==> config.mk <==
export PLATFORM = sky130hd
export DESIGN_NAME = sub4_rr_arbiter
export DESIGN_NICKNAME = d
export VERILOG_FILES = /design/src/rtl/sub4_rr_arbiter.sv
export SDC_FILE = /design/constraint.sdc
export NUM_CORES = 1
export LEC_CHECK = 0
export CAP_MARGIN = 20
export CORE_ASPECT_RATIO = 0.7
export CORE_MARGIN = 2
export CORE_UTILIZATION = 25
export CTS_CLUSTER_SIZE = 30
export DETAILED_ROUTE_END_ITERATION = 8
export DONT_BUFFER_PORTS = 1
export PLACE_DENSITY_LB_ADDON = 0.2
export SLEW_MARGIN = 10
export SYNTH_ARGS = -nofsm -noshare
export SYNTH_HDL_FRONTEND = slang
export SYNTH_SLANG_ARGS = --single-unit
==> constraint.sdc <==
create_clock -name clk -period 3.15 [get_ports clk]
set_input_delay 0 -clock clk [delete_from_list [all_inputs] [get_ports clk]]
set_output_delay 0 -clock clk [all_outputs]
set_load 0.005 [all_outputs]
==> src/rtl/sub4_rr_arbiter.sv <==
// Round-robin share of one 4-bit subtractor among NREQ requesters; 1-cycle latency, 1 result/cycle.
// Backpressure: while a result is held (rsp_valid & !rsp_ready) no grant is issued and rsp_* is frozen.
module sub4_rr_arbiter #(
   parameter int NREQ = 4,
   parameter int IDW  = 2
) (
   input  logic              clk,
   input  logic              rst_n,
   input  logic [NREQ-1:0]   req_valid,
   output logic [NREQ-1:0]   req_ready,
   input  logic [4*NREQ-1:0] req_a,
   input  logic [4*NREQ-1:0] req_b,
   output logic              rsp_valid,
   input  logic              rsp_ready,
   output logic [IDW-1:0]    rsp_id,
   output logic [3:0]        rsp_diff,
   output logic              rsp_ovf,
   output logic [7:0]        ovf_count,
   output logic              busy
);

   logic [IDW-1:0] ptr;
   logic [IDW-1:0] gnt_idx;
   logic [IDW-1:0] nxt_ptr;
   logic           gnt_hit;
   logic           acc_en;
   logic           xfer;
   logic [3:0]     sel_a;
   logic [3:0]     sel_b;
   logic [3:0]     diff;
   logic           ovf;

   assign acc_en = !rsp_valid || rsp_ready;

   // Walk offsets from the far end so the nearest valid requester after ptr wins.
   always_comb begin
      logic [IDW:0]   sum;
      logic [IDW-1:0] idx;
      gnt_hit = 1'b0;
      gnt_idx = '0;
      sum     = '0;
      idx     = '0;
      for (int k = NREQ - 1; k >= 0; k--) begin
         sum = {1'b0, ptr} + (IDW+1)'(k);
         if (sum >= (IDW+1)'(NREQ)) begin
            sum = sum - (IDW+1)'(NREQ);
         end
         idx = sum[IDW-1:0];
         if (req_valid[idx]) begin
            gnt_hit = 1'b1;
            gnt_idx = idx;
         end
      end
   end

   always_comb begin
      req_ready = '0;
      if (rst_n && acc_en && gnt_hit) begin
         req_ready[gnt_idx] = 1'b1;
      end
   end

   assign xfer    = |req_ready;
   assign nxt_ptr = (gnt_idx == IDW'(NREQ - 1)) ? '0 : gnt_idx + 1'b1;

   assign sel_a = req_a[{gnt_idx, 2'b00} +: 4];
   assign sel_b = req_b[{gnt_idx, 2'b00} +: 4];
   assign diff  = sel_a - sel_b;
   assign ovf   = (sel_a[3] ^ sel_b[3]) & (diff[3] ^ sel_a[3]);

   always_ff @(posedge clk) begin
      if (!rst_n) begin
         ptr       <= '0;
         rsp_valid <= 1'b0;
         rsp_id    <= '0;
         rsp_diff  <= '0;
         rsp_ovf   <= 1'b0;
         ovf_count <= '0;
      end else begin
         if (xfer) begin
            rsp_valid <= 1'b1;
            rsp_id    <= gnt_idx;
            rsp_diff  <= diff;
            rsp_ovf   <= ovf;
            ptr       <= nxt_ptr;
            if (ovf && (ovf_count != 8'hFF)) begin
               ovf_count <= ovf_count + 8'd1;
            end
         end else if (rsp_ready) begin
            rsp_valid <= 1'b0;
         end
      end
   end

   assign busy = rsp_valid | (|req_valid);

endmodule

==> run metrics <==
status=completed; Pre-antenna DRT Iters=4; Post-Syn Nets=roughly 240; hold_sp=rst_n; commonest non-fill, non-tap cell in the layout=nand2_1; max-slew violations=0; clock transition at the registers of the reported paths=0.08 ns; gr ovfl total=0; Final Skew=~0.0047 ns; final wirelength=4048 µm; Critical Path Source Type=register; TritonCTS Buffers=3; Worst Path Arrival=between 3 and 4 ns; Initial DRC Count=slightly below 70; IO Pins=60; area grow syn2layout=24.27%; Initial Util=0.2630; crit path cell chain=inv_2, a221o_1, and2_4, buf_6, mux2_2, nor2_1, a21oi_1, ha_1, a21oi_2, nand2_4, o211ai_1, o22ai_4, o22ai_2, mux2i_1; maxcap violations=0; drt drc=0; Post-Syn Instances=around 190; area of the core=slightly below 0.006 mm²; Inst Count DP=270; ranking of synthesized cells by area=dfxtp_1 (23%), mux2i_1 (11%), ha_1 (6.5%), nand2_1 (5.4%), mux2_2 (5.1%); Post-DP Area=roughly 0.0017 mm²; WP data required=around 3.3 ns; height of the chip=69.59 µm; sequential standard cell area=362.8 µm²; Port-buffer cells=0; share of layout cells above drive strength 1=0.2878; via count=around 1,400; clk sinks=18; CP Class=reg2reg; crit-path max cell delay=roughly 0.35 ns; initial antenna violation count=0; Overall Global Routing Usage=0.1126; Synth area leader=dfxtp_1; most frequent cells in the layout=nand2_1 (21), dfxtp_1 (16), buf_4 (16), mux2i_1 (15), nand3_1 (15); Syn Area/Cell=between 8 and 9 µm²; top_reg_cell synth=dfxtp_1; area of the multi-input gates=0.001190 mm²; fin crit period=around 3 ns; unrepaired setup endpoints after global routing=yes; r2r startpoint=ptr[0]$_SDFFE_PN0P_; CTS root buf=clkbuf_8; Max FO, Critical Path=8; Slew headroom=0.6278; CP startpoint=ptr[0]$_SDFFE_PN0P_; Layout Nets=about 250; Skew-Pair Late Insertion Delay=~0.26 ns; first-pass GRT wire length=6320 µm; Antenna Violating Nets Remaining=0; CP endpoint kind=register; pre-CTS setup slack=-0.008490 ns; Worst Hold Path Cells=3; diode count=0; DIE WIDTH=between 90 and 100 µm; Pwr per Cell Area=532.0 mW/mm²; Mapped Area=between 0.0015 and 0.002 mm²; count of cell types in the netlist=41; worst hold margin=0.1279 ns; Warnings, synthesis=0; FP Rows=23; ys async rst share=0; hold crit path type=in2reg; largest net degree at the start of global routing=16; worst vdd ir=0.0001859 V; drt wl/cell=14.46 µm; Max Buffers Root-to-Sink=2; share of the synthesized area in the top cell type=0.2345; full die area=0.006799 mm²; CTS tree=built; R2R depth=14; setup violators final=0; Fmax=0.3292 GHz; Leak=between 0.6 and 0.7 nW; design area=~0.0019 mm²; Layout Cells excl Fill=280; gpl congestion=between 0.7 and 0.8; Tcrit/Tclk final=0.9643; Worst-Margin Slew=around 0.56 ns; Final Hold Viols=0; number of global-route vias before repair=between 1,000 and 1,500; Post-DP HPWL=between 3000 and 4000 µm; Seq cells post-synth=18; # fillers=approximately 610; H-tree lvl count=1; sequential element share of the synthesized area=0.2345; number of enable flip-flop cells after synthesis=0; Via density=between 4 and 5; CP max stage cell=dfxtp_2; final setup margin=0.1123 ns
==> final timing paths <==
path                            slack [ns]                   endpoint
worst min-delay path                  0.13     rsp_valid$_SDFFE_PN0P_
worst max-delay path                  0.11  ovf_count[0]$_SDFFE_PN0P_
worst max register to register        0.11  ovf_count[0]$_SDFFE_PN0P_
worst min register to register        0.48     rsp_id[1]$_SDFFE_PN0P_
==> synthesized netlist by cell type (2+ instances only) <==
library cell and n:
a211oi_1 3, a21oi_1 13, and2_1 6, and3_1 6, buf_2 6, buf_6 2, dfxtp_1 18, ha_1 8
inv_1 5, mux2_2 7, mux2i_1 17, nand2_1 22, nand2b_1 11, nand3_1 15, nor2_1 10, nor2b_1 2
o211ai_1 4, o21ai_0 4, o22ai_1 6, o22ai_4 2, or4_1 2
==> flip-flops by register name, summed over array words and instances (netlist names) <==
register   cells
ovf_count      8
rsp_diff       4
rsp_ovf        1
ptr            2
rsp_id         2
rsp_valid      1
==> cell families (layout without fill, tap and decap cells) <==
group           after synthesis  after routing  synth area share
simple gates                 82             82            0.2793
compound gates               39             39            0.1832
mux                          24             24            0.1621
flops                        18             18            0.2345
buf+inv                      15             31           0.05130
fa+ha+maj                     9              9           0.07818
xor+xnor                      2              2           0.01140
==> power by group <==
part / internal, mW / switching, mW
Sequential: 0.260 / 0.0329
Clock: 0.111 / 0.0859
Combinational: 0.254 / 0.272
==> worst max-delay path, delay by kind of cell, from the launching register on <==
family	cells	cell delay, ns
mux	2	0.45
compound gates	6	1.32
buf+inv	2	0.16
flops	1	0.35
fa+ha+maj	1	0.32
simple gates	3	0.38
==> area by class of cell <==
type	instances	area share
sequential	18	0.1900
timing repair buffer	21	0.09567
tap	75	0.04915
inverter	6	0.01311
multi-input combinational	156	0.6232
clock buffer	4	0.02883
==> per-stage QoR <==
step | util | setup TNS, ns | total power [mW]
3_3_place_gp | 0.2909 | 0 | 0.7403
6_report | 0.3268 | 0 | 1.016
2_1_floorplan | - | 0 | 0.6190
3_5_place_dp | 0.2909 | -0.01679 | 0.7451
4_1_cts | 0.3041 | 0 | 0.9521
5_1_grt | 0.3268 | -0.1572 | 1.097
==> what timing repair did <==
item,in CTS,in global routing
resized for setup,1,29
buffers inserted,0,4
pin swaps,2,14
hold buffers,2,0
setup endpoints to repair,8,9
endpoints found under the hold margin,12,0
==> layer usage <==
| metal | track usage | share of wire | wire, µm |
|---|---|---|---|
| met5 | 0 | 0 | 0 |
| met2 | 0.1418 | 0.39 | 1593 |
| met3 | 0.04738 | 0.11 | 429 |
| met4 | 0.01852 | 0.0035 | 14 |
| met1 | 0.1751 | 0.50 | 2011 |
Note: power is estimated with default switching activity, not from simulation.
